**src/rtl/mole_round_engine.sv**
```systemverilog
`default_nettype none
// mole_round_engine: whack-a-mole round FSM (hole choice, mole timing, hit/miss judgement). Rev 1.0
// Optional macro WRONG_KEY_PENALTY_EN: a wrong-hole press in UP ends the mole as a miss.
module mole_round_engine #(
  parameter int         GAP_CYCLES  = 1000,
  parameter int         UP_CYCLES   = 5000,
  parameter int         ROUND_MOLES = 20,
  parameter logic [7:0] LFSR_SEED   = 8'hA5
) (
  input  logic       clk,
  input  logic       reset,
  input  logic       start,
  input  logic       valid_key,
  input  logic [3:0] position,
  output logic [8:0] mole_onehot,
  output logic [3:0] mole_pos,
  output logic [7:0] score,
  output logic [7:0] misses,
  output logic       busy,
  output logic       hit,
  output logic       round_done
);

  localparam int TMAX = (GAP_CYCLES > UP_CYCLES) ? GAP_CYCLES : UP_CYCLES;
  localparam int TW   = (TMAX > 1) ? $clog2(TMAX) : 1;
  localparam logic [TW-1:0] GAP_LAST = TW'(GAP_CYCLES - 1);
  localparam logic [TW-1:0] UP_LAST  = TW'(UP_CYCLES - 1);
  localparam logic [7:0]    MOLES    = 8'(ROUND_MOLES);

  typedef enum logic [1:0] {S_IDLE, S_GAP, S_UP, S_DONE} state_t;

  state_t          state_q, state_d;
  logic [TW-1:0]   timer_q, timer_d;
  logic [7:0]      lfsr_q, lfsr_d;
  logic [7:0]      count_q, count_d;
  logic [3:0]      mole_pos_q, mole_pos_d;
  logic [8:0]      onehot_q, onehot_d;
  logic [7:0]      score_q, score_d;
  logic [7:0]      misses_q, misses_d;
  logic            busy_q, busy_d;
  logic            hit_q, hit_d;
  logic            done_q, done_d;
  logic [2:0]      sync_q, sync_d;

  logic            press;
  logic            wrong_key;
  logic            mole_end;
  logic [7:0]      lfsr_step;
  logic [3:0]      cand;

  assign sync_d = {sync_q[1:0], valid_key};
  assign press  = sync_q[1] & ~sync_q[2];

`ifdef WRONG_KEY_PENALTY_EN
  assign wrong_key = press && (position <= 4'd8) && (position != mole_pos_q);
`else
  assign wrong_key = 1'b0;
`endif

  always_comb begin
    state_d    = state_q;
    timer_d    = timer_q;
    lfsr_d     = lfsr_q;
    count_d    = count_q;
    mole_pos_d = mole_pos_q;
    onehot_d   = onehot_q;
    score_d    = score_q;
    misses_d   = misses_q;
    hit_d      = 1'b0;
    done_d     = 1'b0;
    mole_end   = 1'b0;

    // Next hole: fold the low nibble into 0-8, then bump past the previous hole.
    lfsr_step = {lfsr_q[6:0], lfsr_q[7] ^ lfsr_q[5] ^ lfsr_q[4] ^ lfsr_q[3]};
    cand      = lfsr_step[3:0];
    if (cand >= 4'd9) cand = cand - 4'd9;
    if (cand == mole_pos_q) cand = (cand == 4'd8) ? 4'd0 : cand + 4'd1;

    case (state_q)
      S_IDLE, S_DONE: begin
        if (start) begin
          state_d    = S_GAP;
          timer_d    = '0;
          lfsr_d     = LFSR_SEED;
          count_d    = 8'd0;
          mole_pos_d = 4'd0;
          score_d    = 8'd0;
          misses_d   = 8'd0;
          onehot_d   = 9'd0;
        end
      end
      S_GAP: begin
        if (timer_q == GAP_LAST) begin
          lfsr_d     = lfsr_step;
          mole_pos_d = cand;
          onehot_d   = 9'd1 << cand;
          timer_d    = '0;
          state_d    = S_UP;
        end else begin
          timer_d = timer_q + 1'b1;
        end
      end
      S_UP: begin
        // A correct press wins over a same-cycle expiry.
        if (press && (position == mole_pos_q)) begin
          hit_d    = 1'b1;
          score_d  = (score_q == 8'hFF) ? score_q : score_q + 8'd1;
          mole_end = 1'b1;
        end else if ((timer_q == UP_LAST) || wrong_key) begin
          misses_d = (misses_q == 8'hFF) ? misses_q : misses_q + 8'd1;
          mole_end = 1'b1;
        end else begin
          timer_d = timer_q + 1'b1;
        end
        if (mole_end) begin
          onehot_d = 9'd0;
          count_d  = count_q + 8'd1;
          timer_d  = '0;
          if (count_q + 8'd1 == MOLES) begin
            state_d = S_DONE;
            done_d  = 1'b1;
          end else begin
            state_d = S_GAP;
          end
        end
      end
      default: state_d = S_IDLE;
    endcase

    busy_d = (state_d == S_GAP) || (state_d == S_UP);
  end

  always_ff @(posedge clk or negedge reset) begin
    if (!reset) begin
      state_q    <= S_IDLE;
      timer_q    <= '0;
      lfsr_q     <= LFSR_SEED;
      count_q    <= 8'd0;
      mole_pos_q <= 4'd0;
      onehot_q   <= 9'd0;
      score_q    <= 8'd0;
      misses_q   <= 8'd0;
      busy_q     <= 1'b0;
      hit_q      <= 1'b0;
      done_q     <= 1'b0;
      sync_q     <= 3'd0;
    end else begin
      state_q    <= state_d;
      timer_q    <= timer_d;
      lfsr_q     <= lfsr_d;
      count_q    <= count_d;
      mole_pos_q <= mole_pos_d;
      onehot_q   <= onehot_d;
      score_q    <= score_d;
      misses_q   <= misses_d;
      busy_q     <= busy_d;
      hit_q      <= hit_d;
      done_q     <= done_d;
      sync_q     <= sync_d;
    end
  end

  assign mole_onehot = onehot_q;
  assign mole_pos    = mole_pos_q;
  assign score       = score_q;
  assign misses      = misses_q;
  assign busy        = busy_q;
  assign hit         = hit_q;
  assign round_done  = done_q;

endmodule
`default_nettype wire
```
**config.mk**
```make
export PLATFORM = sky130hd
export DESIGN_NAME = mole_round_engine
export DESIGN_NICKNAME = d
export VERILOG_FILES = /design/src/rtl/mole_round_engine.sv
export SDC_FILE = /design/constraint.sdc
export NUM_CORES = 1
export LEC_CHECK = 0
export CAP_MARGIN = 20
export CORE_ASPECT_RATIO = 1.1
export CORE_MARGIN = 3
export CORE_UTILIZATION = 61
export CTS_CLUSTER_SIZE = 12
export DETAILED_ROUTE_END_ITERATION = 16
export GPL_ROUTABILITY_DRIVEN = 0
export PLACE_DENSITY = 0.92
export RECOVER_POWER = 25
export SLEW_MARGIN = 20
export SYNTH_ARGS = -nofsm -noshare
export SYNTH_HDL_FRONTEND = slang
export SYNTH_SLANG_ARGS = --single-unit
```
**constraint.sdc**
```tcl
create_clock -name clk -period 5.3 [get_ports clk]
set_clock_uncertainty 0.15 [all_clocks]
set_input_delay 1.06 -clock clk [delete_from_list [all_inputs] [get_ports clk]]
set_output_delay 1.06 -clock clk [all_outputs]
set_load 0.005 [all_outputs]
```
==> reports/metrics.cfg <==
[die]
rows = 28
boundaryPins = 40
die_h_um = 86.51
die_area_sq_um = 6851
start_util_pct = 64.94
core_sq_um = 5535
die_x_um = 79.20

[clock_network]
clk_pin_slew_ns = 0.07
clock_latency_ns = 0.35
htree_levels = 3
cts_resized = 0
cts.sinks = 66
post-cts-setup-buffers = 0
cts_tree = done
cts-hold-fix-buffers = 0
cts_made_buffers = 9
clockRootBuffer = clkbuf_8
clk_path_buf_depth = 2

[timing]
slew_viol_final = 0
tns_ns = 0
worst_pin_slew_ns = 0.8193
timing.hold.ws_ns = 0.2240
finalSetupViolations = 0
period_share_pct = 71.38
rsz0062_at_grt = no
hold_viol = 0
max_slew_margin_pct = 45.38
setup_ws_ns = 1.517
fin_crit_ns = 3.783
timing.fmax_mhz = 264.3

[synth]
synth_seq_cells = 66
synth_fp_nets = 390
syn_area_per_cell_sq_um = 9.586
synth_area_leaders = dfrtp_1 (43%), nand2_1 (4.4%), a22o_1 (4.1%)
yosysWarnings = 0
synth_edf_count = 0
seq_area_frac_synth_pct = 46.08
synth_top_area_share_pct = 43.16
syn_inst = 375
synth_area_leader_cell = dfrtp_1
synthesis.area_sq_um = 3595
synthFlopType = dfrtp_1
ys_types = 57
ys_async_sr_fraction_pct = 100.0

[cells_and_area]
n_fill_cell = 389
drive_gt1_share_pct = 8.810
areaGrowthSynthToFinish_pct = 18.38
nets = 430
final_cell_mix = dfrtp_1 (62), nand2_1 (42), clkdlybuf4s50_1 (37), o21ai_0 (25), nor2_1 (24)
final_common_cell = dfrtp_1
diodes = 0

[power_and_ir_drop]
pwr_density_cell_nw_per_um2 = 338.0
irDropWorstVdd_v = 0.0002659
static-leakage-power_nw = 1.832

[setup_path]
startpoint_type = flip-flop
critical_path_class = reg -> reg
cp_max_fo = 7
ff2ff_setup_slack_ns = 1.52
cp_data_required_time_ns = 5.40
critPathArrivalTime_ns = 3.88
endpoint_kind = flip-flop

[detailed_routing]
drc_errors = 0
wire_per_inst_um = 16.23
drt-pass1-iter-count = 5
vias_per_cell = 6.137
ant_nets = 0
drtIter0Drc = 217
routed_wl_um = 8034
vias = 3038

[grt]
grt_first_pass_wirelength_um = 13720
grt.overflow.total = 0
antenna_found_initial = 0
grt_use_total_pct = 25.55
grt_pass1_vias = 2916
grt_max_degree = 67

[worst_hold_path]
holdCritPathClass = reg -> reg

[run]
cap_violations = 0

[run_status]
outcome = complete, no violations

[place]
dp_hpwl_um = 5540
preCtsSetupSlack_ns = 1.556
port_buffers = 39

-- registers in the layout (all words and copies together), names as in the netlist --
name,cells
lfsr_q,8
count_q,8
sync_q,3
score,8
hit,1
busy,1
mole_onehot,9
state_q,2
mole_pos,4
misses,8
timer_q,13
round_done,1
-- area by class of cell --
cell class | count | area, sq um | area share [%]
multi-input combinational | 282 | 1828 | 42.96
inverter | 15 | 56.30 | 1.323
sequential | 66 | 1657 | 38.93
clock inverter | 4 | 75.07 | 1.764
timing repair buffer | 41 | 400.4 | 9.409
tap | 75 | 93.84 | 2.205
clock buffer | 12 | 145.1 | 3.411
-- per-stage QoR --
stage	instance area, sq um	instances	util, %	power (mW)
after CTS	4255	495	76.88	1.441
final	4255	495	76.88	1.438
after global routing	4255	495	76.88	1.518
after detailed placement	4035	479	72.90	0.9776
after floorplan	3595	375	-	0.8781
after global placement	4035	479	72.90	0.9594
-- cells in the mapped netlist (all sizes together) (7+ instances only) --
library cell,instances
dfrtp,62
nand2,42
o21ai,25
nor2,24
nand3,20
a22o,17
inv,15
and3,12
nor3,12
o31ai,12
nand2b,11
clkbuf,10
xor2,10
xnor2,9
a21oi,8
mux2i,8
ha,7
-- critical path: stages, from the launching register on --
cell	delay, ns
dfstp_2	0.56
xor2_2	0.18
xor2_2	0.36
inv_2	0.13
ha_1	0.31
nand2_1	0.09
a21boi_0	0.37
xnor2_1	0.20
a31oi_1	0.12
a21o_1	0.25
o32ai_4	0.34
or3b_1	0.40
o31ai_1	0.22
-- logic make-up (layout without fill, tap and decap cells) --
family | after synthesis | after routing | synth area share, %
AOI/OAI and AO/OA | 94 | 94 | 19.11
xor gates and xnor gates | 19 | 19 | 5.047
adders and majority gates | 7 | 7 | 2.436
buffers and inverters | 27 | 72 | 3.063
DFF | 66 | 66 | 46.08
muxes | 11 | 11 | 3.167
and+or+nand+nor | 151 | 151 | 21.09
-- per-layer routing --
layer	vias up	share of wire [%]	global-route usage [%]
met3	17	5.5	5.509
met1	1474	44	32.16
met4	0	1.6	9.531
met5	-	0	0
li1	1438	-	-
met2	109	49	43.34
-- where the power goes --
| group | internal [mW] | switching (mW) | leakage, nW |
|---|---|---|---|
| clock | 0.278 | 0.187 | 0.103 |
| sequential | 0.534 | 0.0182 | 0.896 |
| combinational | 0.137 | 0.284 | 0.834 |
-- path summary, 6_finish.rpt --
kind / from / to / cells after the start
worst min-delay path: sync_q[0] / sync_q[1] / 0
max in group asynchronous: reset / mole_onehot[4] / 2
min in group asynchronous: reset / lfsr_q[3] / 2
worst min register to register: sync_q[0] / sync_q[1] / 0
worst max-delay path: lfsr_q[7] / mole_onehot[0] / 12
worst max register to register: lfsr_q[7] / mole_onehot[0] / 12
Power figures use the tool's default switching activity.
